$ cat src/rtl/seq_calc_alu.sv
// rtl/seq_calc_alu.sv - sequenced add/sub/logic/shift-add multiply/restoring divide ALU
module seq_calc_alu #(
  parameter int W = 4
) (
  input  logic           MAX10_CLK1_50,
  input  logic           rst_n,
  input  logic           start,
  input  logic [2:0]     op,
  input  logic [W-1:0]   a,
  input  logic [W-1:0]   b,
  output logic           busy,
  output logic           done,
  output logic [2*W-1:0] result,
  output logic           carry,
  output logic           overflow,
  output logic           div_by_zero
);

  localparam int CW = $clog2(W + 1);

  localparam logic [2:0] OP_ADD = 3'b000;
  localparam logic [2:0] OP_SUB = 3'b001;
  localparam logic [2:0] OP_AND = 3'b010;
  localparam logic [2:0] OP_OR  = 3'b011;
  localparam logic [2:0] OP_XOR = 3'b100;
  localparam logic [2:0] OP_MUL = 3'b101;
  localparam logic [2:0] OP_DIV = 3'b110;
  localparam logic [2:0] OP_NOT = 3'b111;

  typedef enum logic [1:0] {IDLE, CALC, DONE} state_t;

  state_t         state;
  logic [2:0]     op_q;
  logic [W-1:0]   a_q;
  logic [W-1:0]   b_q;
  logic [2*W-1:0] acc;
  logic [CW-1:0]  cnt;

  logic           iterative;
  logic [W:0]     sum;
  logic [W:0]     diff;
  logic [W:0]     mul_sum;
  logic [W:0]     rem_sh;
  logic [W:0]     trial;
  logic [2*W-1:0] mul_next;
  logic [2*W-1:0] div_next;
  logic [2*W-1:0] single_res;
  logic           single_carry;
  logic           single_ovf;

  // acc holds {upper product, multiplier} for mul and {remainder, quotient} for div
  always_comb begin
    sum      = {1'b0, a_q} + {1'b0, b_q};
    diff     = {1'b0, a_q} - {1'b0, b_q};
    mul_sum  = {1'b0, acc[2*W-1:W]} + (acc[0] ? {1'b0, a_q} : {(W+1){1'b0}});
    mul_next = {mul_sum, acc[W-1:1]};
    rem_sh   = acc[2*W-1:W-1];
    trial    = rem_sh - {1'b0, b_q};
    div_next = trial[W] ? {rem_sh[W-1:0], acc[W-2:0], 1'b0}
                        : {trial[W-1:0], acc[W-2:0], 1'b1};
    iterative = (op_q == OP_MUL) || ((op_q == OP_DIV) && (b_q != '0));

    single_res   = '0;
    single_carry = 1'b0;
    single_ovf   = 1'b0;
    case (op_q)
      OP_ADD: begin
        single_res   = {{(W-1){1'b0}}, sum};
        single_carry = sum[W];
        single_ovf   = (a_q[W-1] == b_q[W-1]) && (sum[W-1] != a_q[W-1]);
      end
      OP_SUB: begin
        single_res   = {{W{1'b0}}, diff[W-1:0]};
        single_carry = diff[W];
        single_ovf   = (a_q[W-1] != b_q[W-1]) && (diff[W-1] != a_q[W-1]);
      end
      OP_AND:  single_res = {{W{1'b0}}, a_q & b_q};
      OP_OR:   single_res = {{W{1'b0}}, a_q | b_q};
      OP_XOR:  single_res = {{W{1'b0}}, a_q ^ b_q};
      OP_NOT:  single_res = {{W{1'b0}}, ~a_q};
      OP_DIV:  single_res = {a_q, {W{1'b1}}};
      default: single_res = '0;
    endcase
  end

  always_ff @(posedge MAX10_CLK1_50 or negedge rst_n) begin
    if (!rst_n) begin
      state       <= IDLE;
      op_q        <= '0;
      a_q         <= '0;
      b_q         <= '0;
      acc         <= '0;
      cnt         <= '0;
      busy        <= 1'b0;
      done        <= 1'b0;
      result      <= '0;
      carry       <= 1'b0;
      overflow    <= 1'b0;
      div_by_zero <= 1'b0;
    end else begin
      case (state)
        IDLE: begin
          done <= 1'b0;
          if (start) begin
            op_q  <= op;
            a_q   <= a;
            b_q   <= b;
            cnt   <= CW'(W);
            acc   <= (op == OP_MUL) ? {{W{1'b0}}, b} : {{W{1'b0}}, a};
            busy  <= 1'b1;
            state <= CALC;
          end
        end
        CALC: begin
          if (!iterative) begin
            result      <= single_res;
            carry       <= single_carry;
            overflow    <= single_ovf;
            div_by_zero <= (op_q == OP_DIV);
            busy        <= 1'b0;
            done        <= 1'b1;
            state       <= DONE;
          end else begin
            acc <= (op_q == OP_MUL) ? mul_next : div_next;
            cnt <= cnt - CW'(1);
            // last iteration publishes the freshly stepped value directly
            if (cnt == CW'(1)) begin
              result      <= (op_q == OP_MUL) ? mul_next : div_next;
              carry       <= (op_q == OP_MUL) ? (|mul_next[2*W-1:W]) : 1'b0;
              overflow    <= 1'b0;
              div_by_zero <= 1'b0;
              busy        <= 1'b0;
              done        <= 1'b1;
              state       <= DONE;
            end
          end
        end
        DONE: begin
          done  <= 1'b0;
          state <= IDLE;
        end
        default: state <= IDLE;
      endcase
    end
  end

endmodule

$ cat config.mk
export PLATFORM = sky130hd
export DESIGN_NAME = seq_calc_alu
export DESIGN_NICKNAME = d
export VERILOG_FILES = /design/src/rtl/seq_calc_alu.sv
export SDC_FILE = /design/constraint.sdc
export NUM_CORES = 1
export LEC_CHECK = 0
export ABC_CLOCK_PERIOD_IN_PS = 3900
export CAP_MARGIN = 20
export CORE_MARGIN = 2
export CORE_UTILIZATION = 45
export CTS_BUF_LIST = sky130_fd_sc_hd__clkbuf_4
export DETAILED_ROUTE_END_ITERATION = 8
export GPL_TIMING_DRIVEN = 1
export PLACE_DENSITY = 0.62
export SKIP_LAST_GASP = 1
export SYNTH_ARGS = -nofsm -noshare
export SYNTH_HDL_FRONTEND = slang
export SYNTH_SLANG_ARGS = --single-unit
$ cat constraint.sdc
create_clock -name MAX10_CLK1_50 -period 3.9 [get_ports MAX10_CLK1_50]
set_clock_uncertainty 0.1 [all_clocks]
set_input_delay 0.39 -clock MAX10_CLK1_50 [delete_from_list [all_inputs] [get_ports MAX10_CLK1_50]]
set_output_delay 0.39 -clock MAX10_CLK1_50 [all_outputs]
set_load 0.05 [all_outputs]
==> results.txt, run 1 <==
CTS tree = built
Vias in the first global route = 2,147
Die height = 80.7 um
DIE WIDTH = 80.7 um
Area Growth Syn to Fin = 14.2%
Diodes inserted = 0
Cell area after synthesis = 0.00265 mm2
Number of synthesized flops with an enable pin = 0
Post-CTS Resized = 0
Distinct cells, synth = 46
Asr flop ratio synth = 1.00
Final setup violating endpoints = 0
CTS Hold Bufs = 0
Fin Hold WS = 12.1 ps
Post-layout nets = 352
Worst path required time = 4120 ps
Post-DP HPWL = 4870 um
Min Tclk post-route = 2620 ps
Primary FF master, synth = dfrtp_1
Drt first pass iters = 4
Placed insts = 377
CP max stage cell = dfrtp_1
Synthesized area per cell = 8.98 um2
Kind of critical path = reg2reg
Rel. slew slack = 0.437
Total Routing Usage GR = 0.226
Initial antenna violation count = 0
Setup Fix Bufs, Post-CTS = 0
Final Hold Viols = 0
CP peak stage delay = 420 ps
Overflow after GRT = 0
Critical Path AT = 2840 ps
CP bufs+invs = 2
Worst min-delay path class = in2async
Core area = 0.00561 mm2
Global-route wire length before repair = 11,000 um
Core Util, Final = 0.539
Root buf cell = clkbuf_4
Crit path max-delay family = compound AO/OA/AOI/OAI gates
Maxcap violations = 0
Routed WL per cell = 16.9 um
Synth Register Bits = 37
Pwr Total = 2.82 mW
Mapped Cells = 295
CTS Buf Count = 5
Initial Utilization = 0.472
Post-layout instance count excluding filler cells = 385
Crit-path cells = inv_1 > ha_1 > inv_1 > fa_1 > a21o_1 > a21oi_1 > xnor2_2 > mux2i_1 > a211oi_1 > a21o_1
Tcrit/Tclk final = 0.673
Gp weighted congestion = 0.859
Pwr Density = 931 mW/mm2
Outcome = complete, no violations
CP Capture Type = register
1st-iter DRT viols = 119
RSZ-0062 raised after global routing = false
Die area = 0.00652 mm2
Port Buffers = 26
# IOs = 27
Max frequency = 0.381 GHz
Fillers = 532
Vias = 2,156
Layout cell share with drive strength beyond 1 = 0.0703
Largest net degree at the start of global routing = 38
Syn Nets = 335
Seq/Total Area, Yosys = 0.350
Slew Limit Fails = 0
CP Max Fanout = 5
Leak pwr = 1.43 nW
Synth Warn # = 0
Worst Max-Slew Pin Slew = 845 ps
Setup_tns = 0 ps
CTS Sinks = 37
VDD IR max = 0.374 mV
Worst skew pair latency = 360 ps
Post-DRT Antenna Nets = 0
Post-Route WL = 6500 um
Row count = 27
CTS clk-pin slew, worst paths = 140 ps
Via-to-Cell Ratio = 5.60
Clock tree buffer depth = 2
CTS H-Tree Depth = 2
CP startpoint kind = register
DRC = 0
## stage by stage
step	area [um2]	setup WS (ps)
2_1_floorplan	2650	1600
3_3_place_gp	2920	1260
3_5_place_dp	2920	1320
4_1_cts	3020	1280
5_1_grt	3020	1080
6_report	3020	1280
## synth_stat cells, types with 4 or more instances
master | number | area, um2
ha_1 | 22 | 275
buf_2 | 7 | 35.0
fa_1 | 4 | 80.1
o31ai_1 | 4 | 30.0
inv_1 | 16 | 60.1
a22o_1 | 4 | 35.0
and2_1 | 5 | 31.3
mux2i_1 | 10 | 100
nand2_1 | 42 | 158
a21oi_1 | 19 | 95.1
xor2_1 | 6 | 52.6
o21ai_0 | 25 | 125
clkbuf_1 | 7 | 26.3
a21o_1 | 10 | 75.1
nand3_1 | 4 | 20.0
mux2_2 | 6 | 67.6
nor2_1 | 18 | 67.6
dfrtp_1 | 37 | 926
## logic make-up after synthesis
| kind of cell | Yosys count | synth area share |
|---|---|---|
| flip-flops | 37 | 0.350 |
| buffers and inverters | 32 | 0.0515 |
| adder cells (fa/ha/maj) | 26 | 0.134 |
| AO/OA/AOI/OAI | 85 | 0.205 |
| AND/OR/NAND/NOR | 89 | 0.161 |
| multiplexers | 16 | 0.0633 |
| XOR/XNOR | 10 | 0.0359 |
## power breakdown
| group | total [mW] | switching, mW | internal, mW |
|---|---|---|---|
| combinational | 1.69 | 0.998 | 0.691 |
| clock | 0.346 | 0.144 | 0.202 |
| sequential | 0.780 | 0.238 | 0.541 |
## layout by cell type, fill, tap and decap left out, drive strengths merged, types with 3 or more instances in the layout
cell type and count:
a21oi 19, a21o 10, a31oi 3, xor2 6
fa 4, nor2 18, clkdlybuf4s50 25, nor3 3
nand3 4, ha 22, inv 17, a22o 4
xnor2 4, clkbuf 5, and3 3, dfrtp 37
a2111oi 3, mux2 6, o21ai 28, nand2 44
o31ai 4, and2 5, mux2i 10
## state kept, by name, summed over array words and instances, names as in the netlist
register,cells
a_q,4
busy,1
b_q,4
cnt,3
acc,8
div_by_zero,1
result,8
op_q,3
state,2
done,1
overflow,1
carry,1
## final cells by class
type,count,area (um2),share of cell area
multi-input cells,226,1590,0.525
flip-flops and latches,37,926,0.306
repair buffers,26,255,0.0844
well taps,72,90.1,0.0298
clock inverters,3,68.8,0.0228
inverters,16,60.1,0.0199
clock buffers,5,37.5,0.0124
## layer usage
metal	vias to the layer above	wire length, um	track usage
met5	-	0	0
met4	0	168	0.0831
met3	12	363	0.0404
met2	70	2810	0.360
met1	1009	3160	0.309
li1	1065	-	-
## worst paths after layout
check | startpoint | endpoint | slack, ps | depth (start not counted)
worst max-delay path | acc[3]$_DFFE_PN0P_ | result[7]$_DFFE_PN0P_ | 1280 | 10
worst min-delay path | rst_n | result[0]$_DFFE_PN0P_ | 10 | 1
worst max register to register | acc[3]$_DFFE_PN0P_ | result[7]$_DFFE_PN0P_ | 1280 | 10
worst min register to register | busy$_DFFE_PN0P_ | busy$_DFFE_PN0P_ | 400 | 2
max in group asynchronous | rst_n | a_q[0]$_DFFE_PN0P_ | 3140 | 1
min in group MAX10_CLK1_50 | busy$_DFFE_PN0P_ | busy$_DFFE_PN0P_ | 400 | 2
Note: power is estimated with default switching activity, not from simulation.
==> run 2: changes to the inputs <==
--- a/config.mk
+++ b/config.mk
@@ -5,14 +5,14 @@
 export SDC_FILE = /design/constraint.sdc
 export NUM_CORES = 1
 export LEC_CHECK = 0
-export ABC_CLOCK_PERIOD_IN_PS = 3900
+export ABC_CLOCK_PERIOD_IN_PS = 2200
 export CAP_MARGIN = 20
 export CORE_MARGIN = 2
 export CORE_UTILIZATION = 45
 export CTS_BUF_LIST = sky130_fd_sc_hd__clkbuf_4
 export DETAILED_ROUTE_END_ITERATION = 8
 export GPL_TIMING_DRIVEN = 1
-export PLACE_DENSITY = 0.62
+export PLACE_DENSITY = 0.64
 export SKIP_LAST_GASP = 1
 export SYNTH_ARGS = -nofsm -noshare
 export SYNTH_HDL_FRONTEND = slang
==> constraint.sdc (replaced) <==
create_clock -name MAX10_CLK1_50 -period 2.2 [get_ports MAX10_CLK1_50]
set_clock_uncertainty 0.1 [all_clocks]
set_input_delay 0.22 -clock MAX10_CLK1_50 [delete_from_list [all_inputs] [get_ports MAX10_CLK1_50]]
set_output_delay 0.22 -clock MAX10_CLK1_50 [all_outputs]
set_load 0.05 [all_outputs]
==> results.txt, run 2 (synthesized netlist as in run 1, its figures left out) <==
Outcome = complete, but fails checks
Failing checks = setup timing
Combinational power share = 0.706 (+0.106)
Setup WS pre-CTS = -127 ps (-1450 ps)
Largest net degree at the start of global routing = 38 (unchanged)
Crit-path cells = inv_2 > ha_4 > inv_2 > fa_2 > a21o_1 > a21oi_2 > xnor2_2 > mux2i_1 > a21oi_1 > o31ai_1
Via-to-Cell Ratio = 5.55 (-0.98%)
Worst skew pair latency = 360 ps (about the same)
Root buf cell = clkbuf_4
VDD IR max = 0.707 mV (+89%)
Leak pwr = 1.65 nW (+15%)
CP startpoint kind = register
Fin area = 0.00346 mm2 (+14%)
Pwr Total = 5.87 mW (+110%)
Switching power = 2.78 mW (+100%)
CP Capture Type = register
RSZ-0062 raised after global routing = true
CTS Buf Count = 5 (unchanged)
Post-DP HPWL = 5510 um (+13%)
Area Growth Syn to Fin = 30.7%
Row count = 27 (unchanged)
Pwr Density = 1700 mW/mm2 (+82%)
CTS H-Tree Depth = 2 (unchanged)
Placed insts = 418 (+11%)
Kind of critical path = reg2reg
Post-DP Area = 0.00325 mm2 (+11%)
CP most frequent cell = inv_2
CTS tree = built
Tcrit/Tclk final = 1.04 (+0.371)
Total Routing Usage GR = 0.239 (+0.0121)
Final setup violating endpoints = 9 (+9)
DIE WIDTH = 80.7 um (unchanged)
Diodes inserted = 0 (unchanged)
Commonest non-fill, non-tap cell in the layout = buf_4
Routed WL per cell = 16.6 um (-1.6%)
Leading registers by flop count = acc (8), result (8)
Post-layout nets = 398 (+13%)
Worst min-delay path class = in2reg
Rel. slew slack = 0.441 (+0.00464)
CP max stage cell = dfrtp_1
CTS clk-pin slew, worst paths = 130 ps (about the same)
Critical Path AT = 2480 ps (-360 ps)
Multi-input gate area in the final layout = 0.00169 mm2 (+6.4%)
CTS Sinks = 37 (unchanged)
Vias = 2,390 (+11%)
Max frequency = 0.435 GHz (+14%)
Worst path required time = 2380 ps (-1740 ps)
Port Buffers = 26 (unchanged)
Sw Share = 0.474 (-0.0165)
Die area = 0.00652 mm2 (unchanged)
Layout cell share with drive strength beyond 1 = 0.251 (+0.180)
Core area = 0.00561 mm2 (unchanged)
Vias in the first global route = 2,263 (+5.4%)
Initial antenna violation count = 0 (unchanged)
Gp weighted congestion = 0.932 (+8.4%)
Worst Max-Slew Pin Slew = 838 ps (-6.96 ps)
CP Max Fanout = 5 (unchanged)
CP bufs+invs = 2 (unchanged)
Post-DRT Antenna Nets = 0 (unchanged)
Drt first pass iters = 5 (+1)
Slew Limit Fails = 0 (unchanged)
Fin worst setup slack = -96.4 ps (-1370 ps)
1st-iter DRT viols = 164 (+38%)
Initial Utilization = 0.472 (unchanged)
Int Power = 3.09 mW (+120%)
Final Hold Viols = 0 (unchanged)
Post-layout instance count excluding filler cells = 431 (+12%)
DRC = 0 (unchanged)
Die height = 80.7 um (unchanged)
Clock tree buffer depth = 2 (unchanged)
Post-Route WL = 7160 um (+10%)
CP peak stage delay = 410 ps (about the same)
Commonest non-fill, non-tap cells in the layout = 44 x buf_4, 42 x nand2_1, 37 x dfrtp_1, 25 x clkdlybuf4s50_1, 22 x o21ai_0
Global-route wire length before repair = 11,500 um (+5.0%)
Sequential power share = 0.208 (-0.069)
Overflow after GRT = 0 (unchanged)
FF+latch area = 926 um2 (unchanged)
# IOs = 27 (unchanged)
Clock power frac = 0.086 (-0.037)
Crit path max-delay family = compound AO/OA/AOI/OAI gates
Maxcap violations = 0 (unchanged)
Fillers = 511 (-3.9%)
Min Tclk post-route = 2300 ps (-327 ps)
run 2: layout make-up:
class | instances | share of cell area
multi-input cells | 226 | 0.488
clock buffers | 5 | 0.0108
clock inverters | 3 | 0.0127
well taps | 72 | 0.0260
inverters | 16 | 0.0174
flip-flops and latches | 37 | 0.268
repair buffers | 72 | 0.178
run 2: per-stage QoR:
| step | hold slack (ps) | utilization | TNS, ps |
|---|---|---|---|
| global route | 333 | 0.617 | -1990 |
| detailed placement | 281 | 0.580 | -877 |
| CTS | 299 | 0.604 | -585 |
| finish | 303 | 0.617 | -474 |
| floorplan | -176 | - | 0 |
| global placement | 279 | 0.580 | -319 |
run 2: power groups by stage:
stage               combinational, mW  sequential, mW  clock (mW)
finish                           4.14            1.22       0.505
global route                     4.52            1.26       0.544
CTS                              3.91            1.22       0.515
detailed placement               3.80            1.23           0
global placement                 3.74            1.22           0
floorplan                        2.18            1.49           0
run 2: final timing paths:
path | start | slack [ps] | endpoint | cells after the start
worst max-delay path | acc[3]$_DFFE_PN0P_ | -100 | result[4]$_DFFE_PN0P_ | 10
worst min-delay path | op[1] | 300 | op_q[1]$_DFFE_PN0P_ | 3
worst max register to register | acc[3]$_DFFE_PN0P_ | -100 | result[4]$_DFFE_PN0P_ | 10
worst min register to register | busy$_DFFE_PN0P_ | 390 | busy$_DFFE_PN0P_ | 2
max in group asynchronous | rst_n | 1090 | op_q[1]$_DFFE_PN0P_ | 2
min in group asynchronous | rst_n | 380 | result[1]$_DFFE_PN0P_ | 2
run 2: worst min-delay path, delay by kind of cell:
kind	cells	cell delay [ps]
AND/OR/NAND/NOR	2	100
buffers and inverters	1	410
run 2: timing repair:
item                       CTS  global route
hold buffers                 1             0
setup buffers                4             0
gates resized for setup     10            15
pin swaps                    9            11
setup endpoints to repair   14            19
hold endpoints to repair    37             0
run 2: metal layers:
| metal | global-route usage | vias to the layer above | part of all wire |
|---|---|---|---|
| met2 | 0.378 | 76 | 0.45 |
| met1 | 0.333 | 1142 | 0.47 |
| met5 | 0 | - | 0 |
| met4 | 0.0712 | 0 | 0.025 |
| met3 | 0.0427 | 16 | 0.056 |
| li1 | - | 1156 | - |
